`src/rtl/parity_tx.sv`:
```
// parity_tx: 4-bit word serializer with an even-parity bit.
// Frame: start(0), data[0..3] LSB first, parity, stop(1). Each bit lasts CLKS_PER_BIT clocks.
// Optional macro PARITY_TX_FORCE_ERR_EN adds the force_err input, which inverts
// the parity for a single frame. Without the macro the parity is always even.
module parity_tx #(
    parameter int unsigned CLKS_PER_BIT = 4
) (
    input  logic       clk,
    input  logic       rst_n,
`ifdef PARITY_TX_FORCE_ERR_EN
    input  logic       force_err,
`endif
    input  logic [3:0] data,
    input  logic       valid,
    output logic       ready,
    output logic       txd,
    output logic       pbit,
    output logic       busy
);

    localparam logic [2:0] S_IDLE   = 3'd0;
    localparam logic [2:0] S_START  = 3'd1;
    localparam logic [2:0] S_DATA   = 3'd2;
    localparam logic [2:0] S_PARITY = 3'd3;
    localparam logic [2:0] S_STOP   = 3'd4;

    localparam logic [7:0] LAST_CNT = 8'(CLKS_PER_BIT - 1);

    logic [2:0] state_q, state_d;
    logic [7:0] cnt_q, cnt_d;
    logic [1:0] idx_q, idx_d;
    logic [3:0] shreg_q, shreg_d;
    logic       pbit_q, pbit_d;
    logic       txd_q, txd_d;
    logic       bit_end;
    logic       flip;

`ifdef PARITY_TX_FORCE_ERR_EN
    assign flip = force_err;
`else
    assign flip = 1'b0;
`endif

    assign bit_end = (cnt_q == LAST_CNT);

    // ready depends only on the state register, so a producer may legally
    // wait for ready before raising valid without forming a combinational loop.
    assign ready = (state_q == S_IDLE);
    assign busy  = (state_q != S_IDLE);
    assign txd   = txd_q;
    assign pbit  = pbit_q;

    // Next-state logic: advance the bit timer and step through the frame.
    always_comb begin
        state_d = state_q;
        cnt_d   = cnt_q;
        idx_d   = idx_q;
        shreg_d = shreg_q;
        pbit_d  = pbit_q;
        case (state_q)
            S_IDLE: begin
                cnt_d = 8'd0;
                idx_d = 2'd0;
                if (valid) begin
                    state_d = S_START;
                    shreg_d = data;
                    pbit_d  = (^data) ^ flip;
                end
            end
            S_START: begin
                if (bit_end) begin
                    cnt_d   = 8'd0;
                    state_d = S_DATA;
                end else begin
                    cnt_d = cnt_q + 8'd1;
                end
            end
            S_DATA: begin
                if (bit_end) begin
                    cnt_d = 8'd0;
                    if (idx_q == 2'd3) begin
                        idx_d   = 2'd0;
                        state_d = S_PARITY;
                    end else begin
                        idx_d   = idx_q + 2'd1;
                        shreg_d = {1'b0, shreg_q[3:1]};
                    end
                end else begin
                    cnt_d = cnt_q + 8'd1;
                end
            end
            S_PARITY: begin
                if (bit_end) begin
                    cnt_d   = 8'd0;
                    state_d = S_STOP;
                end else begin
                    cnt_d = cnt_q + 8'd1;
                end
            end
            S_STOP: begin
                if (bit_end) begin
                    cnt_d   = 8'd0;
                    state_d = S_IDLE;
                end else begin
                    cnt_d = cnt_q + 8'd1;
                end
            end
            default: begin
                state_d = S_IDLE;
                cnt_d   = 8'd0;
                idx_d   = 2'd0;
            end
        endcase
    end

    // The line level is decoded from the next state, so txd is registered and
    // drops low on the acceptance edge itself, with no extra cycle of delay.
    always_comb begin
        txd_d = 1'b1;
        case (state_d)
            S_START:  txd_d = 1'b0;
            S_DATA:   txd_d = shreg_d[0];
            S_PARITY: txd_d = pbit_d;
            default:  txd_d = 1'b1;
        endcase
    end

    // State registers; an asynchronous reset aborts any frame and idles the line high.
    always_ff @(posedge clk or negedge rst_n) begin
        if (!rst_n) begin
            state_q <= S_IDLE;
            cnt_q   <= 8'd0;
            idx_q   <= 2'd0;
            shreg_q <= 4'd0;
            pbit_q  <= 1'b0;
            txd_q   <= 1'b1;
        end else begin
            state_q <= state_d;
            cnt_q   <= cnt_d;
            idx_q   <= idx_d;
            shreg_q <= shreg_d;
            pbit_q  <= pbit_d;
            txd_q   <= txd_d;
        end
    end

endmodule

```
`config.mk`:
```
export PLATFORM = sky130hd
export DESIGN_NAME = parity_tx
export DESIGN_NICKNAME = d
export VERILOG_FILES = /design/src/rtl/parity_tx.sv
export SDC_FILE = /design/constraint.sdc
export NUM_CORES = 1
export LEC_CHECK = 0
export ABC_AREA = 1
export CORE_MARGIN = 2
export CORE_UTILIZATION = 50
export CTS_BUF_LIST = sky130_fd_sc_hd__clkbuf_2
export DETAILED_ROUTE_END_ITERATION = 10
export GPL_ROUTABILITY_DRIVEN = 0
export PLACE_DENSITY = 0.75
export SLEW_MARGIN = 40
export SYNTH_ARGS = -nofsm -noshare
export SYNTH_HDL_FRONTEND = slang
export SYNTH_SLANG_ARGS = --single-unit
```
`constraint.sdc`:
```
create_clock -name clk -period 1.4 [get_ports clk]
set_input_delay 0.42 -clock clk [delete_from_list [all_inputs] [get_ports clk]]
set_output_delay 0.42 -clock clk [all_outputs]
set_load 0.03 [all_outputs]
```
Word level (Yosys, flattened, before mapping)
Index checks and enable logic that the tools add are counted.
{ "classes": {"add_sub_neg": 2, "eq_ne": 12, "n_mux": 19, "bitwise_logic": 1, "reduce_logical": 8} }
{ "op_table": {"columns": ["operator", "n"], "rows": [
  ["$mux 3", 6],
  ["$mux 8", 2],
  ["$pmux 3 s5", 1],
  ["$eq 3x2->1 const B", 4],
  ["$mux 4", 3],
  ["$add 8x1->8 const B", 1],
  ["$eq 8x2->1 const B", 1],
  ["$pmux 4 s2", 1],
  ["$eq 3x1->1 const B", 2],
  ["$ne 2x2->1 const B", 3],
  ["$mux 2", 2],
  ["$pmux 2 s2", 1],
  ["$reduce_and 4->1", 1],
  ["$reduce_or 4->1", 1],
  ["$reduce_xor 4->1", 1],
  ["$eq 3x3->1 const B", 1],
  ["$logic_not 3->1", 1],
  ["$pmux 1 s3", 1],
  ["$reduce_bool 3->1", 1],
  ["$reduce_or 3->1", 1],
  ["$add 2x1->2 const B", 1],
  ["$eq 2x2->1 const B", 1],
  ["$mux 1", 2],
  ["$reduce_and 2->1", 1],
  ["other kinds (2)", 2]
]} }
{ "totals": {"reg_bits": 19, "inputBits": 7, "out_inout_bits": 4, "wordCells": 49} }

Depth between registers and ports, before layout
{ "logic_depth": {"word_depth": 6, "mapped_depth": 10, "mapped_depth_nobuf": 10} }

Worst setup path before layout
OpenSTA, ideal clock, no wires.
{ "synth_timing": {"path_type": "register to register", "from": "reg state_q[1]", "to": "reg txd_q (netlist: txd)", "setup_time_ps": 80, "arrival_ps": 1287, "required_ps": 1320, "slack_ps": 33, "path_stages_with_launch": 10, "cell_sequence": "dfrtp_1 buf_6 inv_1 nand2_1 nor2_1 nand3_1 nand2_1 inv_1 nand3_1 nand3_2"} }
{ "synth_lines": {"columns": ["element", "line", "text"], "rows": [
  ["start, declared", "29", "logic [2:0] state_q, state_d;"],
  ["start signal, assigned", "138", "state_q <= state_d;"],
  ["$logic_not 3->1", "60", "case (state_q)"],
  ["$mux 1", "60", null],
  ["net pbit_d", "33", "logic pbit_q, pbit_d;"],
  ["$pmux 1 s3", "120", "case (state_d)"],
  ["net txd_d", "34", "logic txd_q, txd_d;"],
  ["end signal, assigned", "143", "txd_q <= txd_d;"],
  ["end, declared", "34", null]
]} }
The timed path passes the listed nets, and every way through them passes these cells.
A chain may end at the register's enable or synchronous reset.

Worst setup path after layout
{ "layout_timing": {"from": "reg state_q[1]", "to": "out busy"} }
{ "layout_via": {"elab_chain_len": 1} }
{ "layout_rtl": {"columns": ["element", "line", "text"], "rows": [
  ["$reduce_bool 3->1", "49", "assign busy = (state_q != S_IDLE);"],
  ["end, declared", "18", "output logic busy"]
]} }
Every way passes these cells.

==> impl_results.md <==
- Outcome: finished, violations left
- Failing checks: negative setup slack
- Overflow after GRT: 0
- Critical-path cell list: inv_1 > nand2_2 > buf_6
- Unrepaired setup endpoints after global routing: true
- Core area: 0.00219 sq mm
- Initial core utilization: 52.5%
- Nets@finish: about 190
- Vias per cell: 4.98
- CP delay by family, top: flip-flops
- Total track usage: a little over a fifth
- Post-Synth Simple-Gate Area: 39.2%
- Detailed Place HPWL: 1730 um
- Initial DRC Count: 22
- Worst-skew pair later-pin latency: 0.32 ns
- Post-DRT Antenna Nets: 0
- Commonest non-fill, non-tap cell in the layout: nand2_1
- CP Launch Type: register
- Fin worst setup slack: -0.196 ns
- Routed vias: approximately 1.1k
- Worst ir drop on vdd: 1.45 mV
- Mapped Area: around 0.0012 sq mm
- YS warnings: 0
- Largest net degree at the start of global routing: 20
- Slew @ Worst Pin: 0.218 ns
- Final Cell Area: 0.00156 sq mm
- Ports: 11
- Filler instances: 166
- Avg WL per Cell: 12.0 um
- WP buf/inv: 2
- H-tree depth: 1
- Final Skew: 0.0122 ns
- R2R depth: 9
- Reg2reg end: txd
- Synth area leader: dfrtp_1
- Mux contribution to synthesized area: 0%
- CP Data Arrival Time: 1.18 ns
- #FFs+latches synth: 19
- Yosys cell types: 26
- CTS root buffer: clkbuf_2
- CP Class: register to primary output
- Total clock sinks: 19
- Number of global-route vias before repair: 981
- Share of cells above drive strength 1: 40.2%
- TNS Setup: -0.413 ns
- R2r startpoint: state_q[0]
- Design Power: 2720 uW
- IO Port Bufs: 10
- First-pass GRT wire length: 4100 um
- # setup viols final: 3
- Antenna Diode Count: 0
- Max_cap viols: 0
- Critical path's slowest cell: dfrtp_2
- Final min period: 1.60 ns
- Main combinational cell family by area after synthesis: simple AND/OR/NAND/NOR gates
- PwrDens: 1740 mW/mm^2
- Fin crit share: 114%
- Crit-path max cell delay: roughly 0.47 ns
- Reg area: 482 sq um
- Post-synthesis instance total: 148
- DRC: 0
- Worst-path maximum fanout: 3
- Seq/Total Area, Yosys: approximately 41%
- Width of the die: roughly 52 um
- Initial antenna violation count: 0
- Drt first pass iters: 4
- Worst slew margin: between 80% and 90%
- Die H: just over 50 um
- Slew Limit Fails: 0
- Adder-Cell Fraction of Synth Area: 2.17%
- Hold/Removal Path Class: input pin to async pin
- Largest cells by area after synthesis: dfrtp_1 39%, nand2_1 13%, inv_1 6.5%
- Final wirelength: 2550 um
- CTS tree: yes
- CP Launch Point: state_q[1]
- Reg2Reg Setup Slack: 0.02 ns
- Element type at the critical path end: primary output
- XOR/XNOR Fraction of Synth Area: 3.04%
- Placed Area: between 0.001 and 0.0015 sq mm
- Final hold vios: 0
- Pleak: 0.000799 uW
- Synth Area per Inst: 7.78 sq um
- Commonest non-fill, non-tap cells in the layout: 33 x nand2_1, 23 x buf_4, 19 x inv_1, 14 x dfrtp_1, 11 x nand3_1
- CP required: 0.98 ns
- CTS Buf Count: 3
- F_max: 626 MHz
- Max Buffers Root-to-Sink: 2
- Top cell type's share of synthesized area: 39.1%
- Total Die Area: 0.00270 sq mm
- Multi-input logic area: between 600 and 700 sq um
- Syn Nets: ~160
- Reg clk slew, reported paths: 0.19 ns
- Site Rows: 17
- Layout Area Growth over Synthesis: 35.3%
- Compound-Gate Fraction of Synth Area: around 5.3%
- Pre-CTS WS: -0.168 ns
cells by family after synthesis:
kind of cell             after synthesis
buffers and inverters                 25
XOR/XNOR                               4
adder cells (fa/ha/maj)                2
AO/OA/AOI/OAI                         10
AND/OR/NAND/NOR                       88
flip-flops                            19
stage by stage:
step / utilization [%] / hold WS [ns] / cells
final: 71.1 / 0.406 / 212
after CTS: 65.4 / 0.414 / 204
after global placement: 61.7 / 0.474 / 195
after floorplan: - / 0.124 / 148
after global routing: 71.1 / 0.411 / 212
after detailed placement: 61.7 / 0.486 / 195
sequential cells by signal (all words and copies together), names as in the netlist:
signal and count:
cnt_q 8, shreg_q 4, txd 1, idx_q 2, pbit 1, state_q 3
metal layers:
| metal | vias up | part of all wire [%] | track usage, % |
|---|---|---|---|
| li1 | 535 | - | - |
| met2 | 23 | 52 | 35.9 |
| met4 | 0 | 2.9 | 11.0 |
| met1 | 492 | 42 | 24.7 |
| met5 | - | 0 | 0 |
| met3 | 6 | 3.4 | 3.16 |
cells in the mapped netlist:
library cell / n
xnor2_1: 1
and3_1: 1
nand2_2: 6
nand3_1: 12
nor2_4: 3
dfrtp_1: 18
o21ai_0: 3
nor3_1: 3
xor2_1: 3
dfstp_2: 1
nand2_4: 3
buf_6: 1
a21oi_1: 2
nand3b_1: 1
nor3_2: 2
nor2_2: 1
o211ai_1: 2
nand2_1: 39
o31ai_1: 2
a31oi_1: 1
inv_1: 20
nor2_1: 13
ha_1: 2
nand4_1: 1
nand3_2: 3
inv_2: 4
cell type report:
cell class                      count  share of cell area (%)
Inverter                           24                    5.78
Clock inverter                      1                   0.321
Tap cell                           28                    2.25
Timing Repair Buffer               33                    18.4
Sequential cell                    19                    30.9
Multi-Input combinational cell    104                    41.4
Clock buffer                        3                   0.964
worst reg2reg max path, stage by stage, from the launching register on:
cell and delay (ns):
dfrtp_2 0.47, nor2_2 0.14, buf_4 0.15, nand2_4 0.07, inv_2 0.11, nand3_2 0.09, nand3_2 0.12, inv_2 0.05
nand2_1 0.07, nand3_2 0.07
timing repair:
item,in CTS,in global routing
cloned,0,0
setup endpoints to repair,5,15
setup buffers,5,9
hold buffers,0,0
pin swaps,2,9
resized for setup,9,21
worst max-delay path by stage:
stage,end,slack [ns],cells after the start
floorplan,txd,0.03,9
global placement,txd,-0.13,10
detailed placement,txd,-0.17,10
CTS,ready,-0.21,4
global route,busy,-0.24,3
finish,busy,-0.20,3
power breakdown:
group          switching (uW)  total, uW  internal, uW
Clock                     178        243          64.7
Combinational             945       1640           694
Sequential                112        833           721
No activity file was read; power rests on OpenSTA's default activity.
==> variant: new RTL, same flow settings <==
Build with the macro `PARITY_TX_FORCE_ERR_EN` defined.
--- a/src/rtl/parity_tx.sv
+++ b/src/rtl/parity_tx.sv
@@ -2,6 +2,8 @@
 // Frame: start(0), data[0..3] LSB first, parity, stop(1). Each bit lasts CLKS_PER_BIT clocks.
 // Optional macro PARITY_TX_FORCE_ERR_EN adds the force_err input, which inverts
 // the parity for a single frame. Without the macro the parity is always even.
+`define PARITY_TX_FORCE_ERR_EN
+
 module parity_tx #(
     parameter int unsigned CLKS_PER_BIT = 4
 ) (
Interface: changed (added force_err); port bits go from 11 to 12. No check against the original RTL was run, so the function may have changed too.
==> variant against the original RTL <==
The flow still finishes with violations (negative setup slack); cell area decreased by 2.1%; sequential share of layout area increased by 0.50 points; setup slack improved by 0.063 ns; worst hold slack improved by 0.048 ns; total power decreased by 3.8%; sequential cell count unchanged; non-clock buffer count increased by 4; area after synthesis decreased by 5.0%; via count decreased by 9.3%; clock power decreased by 7%; wire length decreased by 14%; largest cell class unchanged; largest power group unchanged.
==> variant: results (changes against the original RTL) <==
Routing
  • Initial DRC count: 11 (was 22)
  • WL met1: 1025 um (was 1062 um)
  • Via count: 958 (was 1056)
  • WL per Instance: 10.65 um (was 12.03 um)
  • Met3 wire len: 76 um (was 87 um)
  • Drt via density: 4.673 (was 4.981)

STA
  • Final worst setup slack: -0.1331 ns (was -0.1965 ns)
  • Least-Margin Pin Slew: 0.2296 ns (was 0.2181 ns)
  • Count of final setup violators: 3 (unchanged)
  • Fin Setup TNS: -0.2700 ns (was -0.4126 ns)

CTS
  • Post-CTS sizing: 5 (was 9)
  • Post-CTS setup buffers: 6 (was 5)

Placed design
  • IO buf count: 11 (was 10)
  • DP Area: 1338 um2 (was 1353 um2)
  • Post-place setup slack: -0.2408 ns (was -0.1682 ns)

GRT
  • Grt met2 use: 0.3202 (was 0.3586)
  • Met3 usage: 0.02976 (was 0.03161)
  • GR Util All Layers: 0.1967 (was 0.2082)
  • Number of global-route vias before repair: 907 (was 981)
  • First-pass GRT wire length: 3822 um (was 4098 um)

Worst setup path
  • Crit path DAT: 1.11 ns (was 1.18 ns)
  • R2R cell count: 11 (was 9)
  • R2R setup slack: 0 ns (was 0.02 ns)

Synthesis
  • Top cells by area, synth: dfrtp_1 41%, nand2_1 11%, inv_1 6.9%, nand3_1 5.9%, nor2_1 4.8% (was dfrtp_1 39%, nand2_1 13%, inv_1 6.5%, nand3_1 5.2%, nor2_1 4.2%)
  • Synth top cells by count: 33 x nand2_1, 20 x inv_1, 18 x dfrtp_1, 14 x nor2_1, 13 x nand3_1 (was 39 x nand2_1, 20 x inv_1, 18 x dfrtp_1, 13 x nor2_1, 12 x nand3_1)
  • Syn nets: 147 (was 157)

Outcome
  • Status: finished with violations (unchanged)
  • Failing checks: negative setup slack (unchanged)

Power
  • VDD IR max: 1104 uV (was 1448 uV)
  • Lkg Pwr: 0.7859 nW (was 0.7990 nW)
-- variant: changes by cell type after synthesis, moves of 2 or more --
| cell | before | now |
|---|---|---|
| nor3_1 | 3 | 1 |
| nand2_1 | 39 | 33 |
| xnor2_1 | 1 | 3 |
| nand3_2 | 3 | 0 |
-- variant: kinds of logic (layout without fill, tap and decap cells) --
| group | after synthesis | count (layout) | share of synthesized area |
|---|---|---|---|
| compound gates | 8 | 8 | 0.04805 |
| fa+ha+maj | 2 | 2 | 0.02288 |
| buf+inv | 25 | 66 | 0.08810 |
| xor+xnor | 6 | 6 | 0.04806 |
| simple gates | 77 | 77 | 0.3570 |
| flops | 19 | 19 | 0.4359 |
-- variant: power by group --
part           internal [mW]  total (mW)  switching, mW
clock network         0.0648       0.226          0.162
registers              0.722       0.839          0.117
logic                  0.684        1.55          0.864
total                   1.47        2.61           1.14
-- variant: how the worst min path moves through the flow --
stage | to | slack (ns) | startpoint | depth (start not counted)
after floorplan | cnt_q[0] | 0.12 | rst_n | 0
after global placement | shreg_q[0] | 0.47 | shreg_q[0] | 2
after detailed placement | shreg_q[0] | 0.47 | shreg_q[0] | 2
after CTS | pbit | 0.45 | rst_n | 2
after global routing | pbit | 0.42 | rst_n | 2
final | pbit | 0.45 | rst_n | 2
-- variant: through the flow --
| step | total power, mW | hold slack, ns |
|---|---|---|
| global route | 2.837 | 0.4192 |
| detailed placement | 2.117 | 0.4707 |
| floorplan | 1.708 | 0.1244 |
| CTS | 2.488 | 0.4506 |
| global placement | 2.066 | 0.4665 |
| finish | 2.613 | 0.4539 |
-- variant: layout make-up --
type                       count  area (um2)
multi-input combinational     93       573.1
tap                           27       33.78
sequential                    19       479.2
inverter                      25       96.34
timing repair buffer          37       322.8
clock buffer                   3       15.01
fill                         138       496.7
clock inverter                 1       5.005
